**src/rtl/div_unit.sv**
```systemverilog
// div_unit: multi-cycle radix-2 restoring divider for the EX-stage DIV/DIVU path.
// EX holds start_i high until ready_o rises; the block captures the operands,
// runs 32 trial subtractions and returns {remainder, quotient} for HI/LO.
//
// Ports
//   clk           sole clock, rising edge
//   rst           asynchronous reset, active low
//   signed_div_i  1 = signed (DIV), 0 = unsigned (DIVU), sampled with start
//   opdata1_i     dividend, sampled with start
//   opdata2_i     divisor, sampled with start
//   start_i       level request, held until ready_o is seen
//   annul_i       abort current/pending division (flush)
//   result_o      {remainder[31:0], quotient[31:0]}, registered
//   ready_o       result valid, registered
//
// state   | meaning
// S_FREE  | idle, waiting for start_i
// S_BYZERO| divisor was zero, result forced to 0
// S_ON    | iterating trial subtractions (cnt 0..32)
// S_END   | result presented, waiting for start_i to drop
module div_unit (
  input  logic        clk,
  input  logic        rst,
  input  logic        signed_div_i,
  input  logic [31:0] opdata1_i,
  input  logic [31:0] opdata2_i,
  input  logic        start_i,
  input  logic        annul_i,
  output logic [63:0] result_o,
  output logic        ready_o
);

  typedef enum logic [1:0] {S_FREE, S_BYZERO, S_ON, S_END} state_t;

  state_t      r_state;
  state_t      w_next;
  logic [64:0] r_dividend;
  logic [31:0] r_divisor;
  logic [5:0]  r_cnt;
  logic        r_op1_neg;
  logic        r_op2_neg;

  logic        w_op1_neg;
  logic        w_op2_neg;
  logic [31:0] w_op1_mag;
  logic [31:0] w_op2_mag;
  logic [32:0] w_trial;
  logic [31:0] w_quot;
  logic [31:0] w_rem;
  logic        w_accept;

  // Signedness is folded into the neg flags; 0x8000_0000 negates to itself
  // and is then simply used as an unsigned magnitude.
  assign w_op1_neg = signed_div_i & opdata1_i[31];
  assign w_op2_neg = signed_div_i & opdata2_i[31];
  assign w_op1_mag = w_op1_neg ? (~opdata1_i + 32'd1) : opdata1_i;
  assign w_op2_mag = w_op2_neg ? (~opdata2_i + 32'd1) : opdata2_i;

  assign w_accept  = start_i & ~annul_i;

  assign w_trial   = {1'b0, r_dividend[63:32]} - {1'b0, r_divisor};

  // Remainder follows the sign of the dividend.
  assign w_quot = (r_op1_neg ^ r_op2_neg) ? (~r_dividend[31:0] + 32'd1) : r_dividend[31:0];
  assign w_rem  = r_op1_neg ? (~r_dividend[64:33] + 32'd1) : r_dividend[64:33];

  always_ff @(posedge clk or negedge rst) begin
    if (!rst) r_state <= S_FREE;
    else      r_state <= w_next;
  end

  always_comb begin
    w_next = r_state;
    case (r_state)
      S_FREE: begin
        if (w_accept) w_next = (opdata2_i == 32'd0) ? S_BYZERO : S_ON;
      end
      S_BYZERO: w_next = annul_i ? S_FREE : S_END;
      S_ON: begin
        if (annul_i)               w_next = S_FREE;
        else if (r_cnt == 6'd32)   w_next = S_END;
      end
      S_END: begin
        if (annul_i || !start_i) w_next = S_FREE;
      end
      default: w_next = S_FREE;
    endcase
  end

  always_ff @(posedge clk or negedge rst) begin
    if (!rst) begin
      r_dividend <= '0;
      r_divisor  <= '0;
      r_cnt      <= '0;
      r_op1_neg  <= 1'b0;
      r_op2_neg  <= 1'b0;
      result_o   <= '0;
      ready_o    <= 1'b0;
    end else begin
      case (r_state)
        S_FREE: begin
          result_o <= '0;
          ready_o  <= 1'b0;
          if (w_accept && (opdata2_i != 32'd0)) begin
            r_op1_neg  <= w_op1_neg;
            r_op2_neg  <= w_op2_neg;
            r_dividend <= {32'd0, w_op1_mag, 1'b0};
            r_divisor  <= w_op2_mag;
            r_cnt      <= '0;
          end
        end
        S_BYZERO: begin
          result_o <= '0;
          ready_o  <= 1'b0;
        end
        S_ON: begin
          if (annul_i) begin
            r_cnt    <= '0;
            result_o <= '0;
            ready_o  <= 1'b0;
          end else if (r_cnt == 6'd32) begin
            r_cnt    <= '0;
            result_o <= {w_rem, w_quot};
            ready_o  <= 1'b1;
          end else begin
            if (w_trial[32]) r_dividend <= {r_dividend[63:0], 1'b0};
            else             r_dividend <= {w_trial[31:0], r_dividend[31:0], 1'b1};
            r_cnt <= r_cnt + 6'd1;
          end
        end
        S_END: begin
          // Divide-by-zero enters END with ready low; it rises here.
          if (annul_i || !start_i) begin
            result_o <= '0;
            ready_o  <= 1'b0;
          end else begin
            ready_o  <= 1'b1;
          end
        end
        default: begin
          result_o <= '0;
          ready_o  <= 1'b0;
        end
      endcase
    end
  end

endmodule

```
**config.mk**
```make
export PLATFORM = sky130hd
export DESIGN_NAME = div_unit
export DESIGN_NICKNAME = d
export VERILOG_FILES = /design/src/rtl/div_unit.sv
export SDC_FILE = /design/constraint.sdc
export NUM_CORES = 1
export LEC_CHECK = 0
export BUFFER_PORTS_ARGS = -buffer_cell sky130_fd_sc_hd__buf_4
export CAP_MARGIN = 20
export CORE_ASPECT_RATIO = 0.9
export CORE_MARGIN = 3
export CORE_UTILIZATION = 40
export CTS_CLUSTER_DIAMETER = 60
export CTS_CLUSTER_SIZE = 25
export DETAILED_ROUTE_END_ITERATION = 10
export PLACE_DENSITY_LB_ADDON = 0.15
export SYNTH_ARGS = -nofsm -noshare
export SYNTH_HDL_FRONTEND = slang
export SYNTH_SLANG_ARGS = --single-unit
```
**constraint.sdc**
```tcl
create_clock -name clk -period 2.82 [get_ports clk]
set_input_delay 0 -clock clk [delete_from_list [all_inputs] [get_ports clk]]
set_output_delay 0 -clock clk [all_outputs]
set_load 0.03 [all_outputs]
```
==> results.py <==
metrics = {
    "yosys": {
        "synth_edf_count": 0,
        "yosys.cell_count.top_type": "nand2_1",
        "synthMuxAreaShare_pct": 1.25,
        "synthArstFlopShare_pct": 100,
        "synth_flop_cell": "dfrtp_1",
        "synth_top_area_share_pct": 38.4,
        "ys_seq_area_share_pct": 38.4,
        "synthSimpleGateAreaFrac_pct": 17.9,
        "syn-instance-count": 1358,
        "syn-num-nets": 1470,
        "ys_top_cells_by_area": "dfrtp_1 38%, o21ai_0 8.0%, nand2_1 7.6%, xor2_1 6.6%, a21oi_1 5.0%",
        "yosysWarnings": 0,
        "syn_area_um2": 11200,
        "ys_types": 62,
        "synth_top_family_by_area": "compound AO/OA/AOI/OAI gates",
        "synth_area_per_cell_um2": 8.26,
        "synth_xor_xnor_area_share_pct": 11.4,
        "yosys.area.top_type": "dfrtp_1",
        "synth_compound_area_share_pct": 21.2,
        "ys_ff_latch": 172,
        "synthTopCellsByCount": "226 x nand2_1, 179 x o21ai_0, 172 x dfrtp_1",
        "synth_fa_ha_area_share_pct": 4.86,
    },
    "setup_path": {
        "crit_slowest_cell": "dfrtp_1",
        "cp_cell_sequence": "ha_4 -> fa_2 -> nand2b_4 -> a21oi_4 -> o21ai_2 -> o41a_1 -> o211ai_1 -> a221o_1 -> a31oi_4 -> clkbuf_16 -> buf_4 -> nand3_1 -> o311ai_2",
        "r2r_end": "r_dividend[47]$_DFFE_PN0P_",
        "cp_max_fo": 5,
        "path_delay_family": "compound AO/OA/AOI/OAI gates",
        "timing.rr.start": "r_divisor[0]$_DFFE_PN0P_",
        "r2r_cells": 13,
        "cp_data_arrival_time_ps": 3370,
        "critical_path.endpoint_type": "flop",
        "start_kind": "flop",
        "rrSetupSlack_ps": -250,
        "path_buf_inv": 2,
        "worst-setup-path-type": "reg -> reg",
        "worstPathRequired_ps": 3120,
        "slowest_delay_ps": 410,
    },
    "layout": {
        "synthToLayoutAreaGrowth_pct": 32.6,
        "nNetsFinal": 1724,
        "fin_cells": 1979,
        "diodes": 0,
        "drive_gt1_share_pct": 22.7,
    },
    "timing": {
        "max_freq_ghz": 0.325,
        "worst_pin_slew_ps": 745,
        "final_max_slew_viol_count": 0,
        "clock_skew_ps": 12.8,
        "setup_ws_ps": -254,
        "rsz0062_at_grt": "true",
        "slew_headroom_pct": 50.2,
        "min_period_over_period_pct": 109,
        "final_hold_viol_count": 0,
        "fin_crit_ps": 3070,
        "finalSetupViolations": 33,
    },
    "placed_design": {
        "dp.cells": 1898,
        "dp_hpwl_um": 24000,
        "place.port_buffers": 133,
        "gp_congestion": 0.864,
        "post-place-ws_ps": -295,
    },
    "clock_tree": {
        "numCtsBuffers": 17,
        "clockRootBuffer": "clkbuf_16",
        "clock_sinks": 172,
        "h-tree-depth": 4,
        "cts_tree": "built",
        "cts_buffer_depth": 2,
        "clkTransAtPathRegs_ps": 80,
        "clock_latency_ps": 430,
    },
    "pwr": {
        "p_per_area_nw_per_um2": 765,
        "power.total_mw": 11.4,
        "vdd_ir_drop_max_uv": 563,
        "p_leak_nw": 6.85,
    },
    "min_path": {
        "hold_depth": 5,
        "hold_path.class": "in -> reg",
        "min_to": "r_dividend[27]$_DFFE_PN0P_",
        "worstHoldStart": "opdata1_i[26]",
    },
    "floorplanning": {
        "dieArea_um2": 30100,
        "die_y_um": 165,
        "fp-row-count": 57,
        "start_util_pct": 41.1,
        "coreArea_um2": 27300,
        "fp.dieW_um": 182,
        "io_pins": 134,
    },
    "route": {
        "avgRoutedWirePerCell_um": 16.3,
        "dr.pass1.iters": 4,
        "vias": 10386,
        "drc": 0,
        "first_iter_violations": 655,
        "drt-vias-per-instance": 5.25,
        "ant_nets": 0,
        "wirelength_um": 32200,
    },
    "status": {
        "status": "finished with violations",
        "violations": "negative setup slack",
    },
    "global_routing": {
        "overflow": 0,
        "grt_pass1_wl_um": 52300,
        "grt_max_degree": 66,
        "grt_pass1_vias": 9747,
        "antenna_found_initial": 0,
        "track_usage_pct": 21.4,
    },
    "run": {
        "drv_cap": 0,
    },
}
cell type report:
type                            instances  area (µm²)
Clock buffer                           17         425
Sequential cell                       172        4300
Timing Repair Buffer                  306        2590
Multi-Input combinational cell       1053        6680
Fill cell                            2583       12400
Inverter                               62         233
Clock inverter                         15         196
Tap cell                              354         443
routing by layer:
metal / share of wire [%] / routed length, µm / GRT usage (%) / up-vias
met5: 0 / 0 / 0 / -
met1: 54 / 17400 / 34.9 / 4843
met2: 40 / 13000 / 29.6 / 267
met4: 0.90 / 290 / 3.91 / 0
li1: - / - / - / 5257
met3: 4.8 / 1550 / 3.33 / 19
state kept, by name (all words and copies together), names as in the netlist:
register and cells:
result_o 64, r_op1_neg 1, r_state 2, ready_o 1, r_divisor 32, r_cnt 6, r_dividend 65, r_op2_neg 1
power by group:
part	internal, mW	switching (mW)	total (mW)	leakage, nW
sequential	2.95	0.460	3.41	2.30
combinational	2.29	3.22	5.51	4.25
clock	1.28	1.16	2.45	0.298
total	6.53	4.84	11.4	6.85
worst register-to-register path, cell delays in order, from the launching register on:
cell and delay [ps]:
dfrtp_1 410, ha_4 170, fa_2 330, nand2b_4 160, a21oi_4 140, o21ai_2 80, o41a_1 360, o211ai_1 280
a221o_1 260, a31oi_4 190, clkbuf_16 220, buf_4 140, nand3_1 100, o311ai_2 110
how the worst max path moves through the flow:
stage                                 endpoint  slack (ps)  depth (start not counted)                       start
floorplan           r_dividend[55]$_DFFE_PN0P_           3                         13  r_dividend[32]$_DFFE_PN0P_
global placement    r_dividend[44]$_DFFE_PN0P_        -270                         13  r_dividend[32]$_DFFE_PN0P_
detailed placement  r_dividend[44]$_DFFE_PN0P_        -300                         13  r_dividend[32]$_DFFE_PN0P_
CTS                 r_dividend[44]$_DFFE_PN0P_        -240                         12    r_divisor[0]$_DFFE_PN0P_
global route        r_dividend[44]$_DFFE_PN0P_        -370                         12    r_divisor[0]$_DFFE_PN0P_
finish              r_dividend[47]$_DFFE_PN0P_        -250                         13    r_divisor[0]$_DFFE_PN0P_
stage by stage:
step | hold WS, ps | TNS [ps] | util, % | area (µm²)
2_1_floorplan | -296 | 0 | - | 11300
3_3_place_gp | 21.1 | -4870 | 49.1 | 13400
3_5_place_dp | 30.4 | -6780 | 49.1 | 13400
4_1_cts | 1.87 | -5540 | 53.2 | 14500
5_1_grt | 18.1 | -10260 | 54.5 | 14900
6_report | 13.2 | -5740 | 54.5 | 14900
kinds of logic after synthesis:
| logic type | Yosys count |
|---|---|
| and+or+nand+nor | 440 |
| DFF | 172 |
| AOI/OAI and AO/OA | 410 |
| adders and majority gates | 43 |
| buffers and inverters | 133 |
| xor gates and xnor gates | 146 |
| muxes | 14 |
placed cells by master (no fill, tap or decap), types with 6 or more instances in the layout:
master | Yosys | final
buf_4 | 4 | 254
nand2_1 | 226 | 224
dfrtp_1 | 172 | 172
o21ai_0 | 179 | 165
a21oi_1 | 113 | 105
xor2_1 | 85 | 85
nor2_1 | 80 | 78
xnor2_1 | 61 | 61
inv_1 | 62 | 60
ha_1 | 42 | 36
dlygate4sd3_1 | 0 | 35
o31ai_1 | 29 | 28
nand3_1 | 28 | 24
o21ai_1 | 11 | 22
nor3_1 | 19 | 19
clkbuf_16 | 0 | 18
nor4_1 | 16 | 13
mux2i_1 | 14 | 13
o41ai_1 | 11 | 11
buf_12 | 0 | 11
o311ai_2 | 0 | 10
nand2b_1 | 11 | 9
a31oi_1 | 9 | 9
a21o_1 | 9 | 9
a21oi_2 | 1 | 8
or3_1 | 8 | 7
and3_1 | 7 | 7
or4_1 | 7 | 6
nor2b_1 | 7 | 6
o311ai_1 | 1 | 6
repair_timing:
action                                 4_1_cts  5_1_grt
endpoints found under the hold margin       90        0
buffers inserted                             3        8
pin swaps                                    6       10
setup endpoints to repair                   33       41
cloned                                       2        1
hold buffers                                35        0
gates resized for setup                     26       51
No activity file was read; power rests on OpenSTA's default activity.
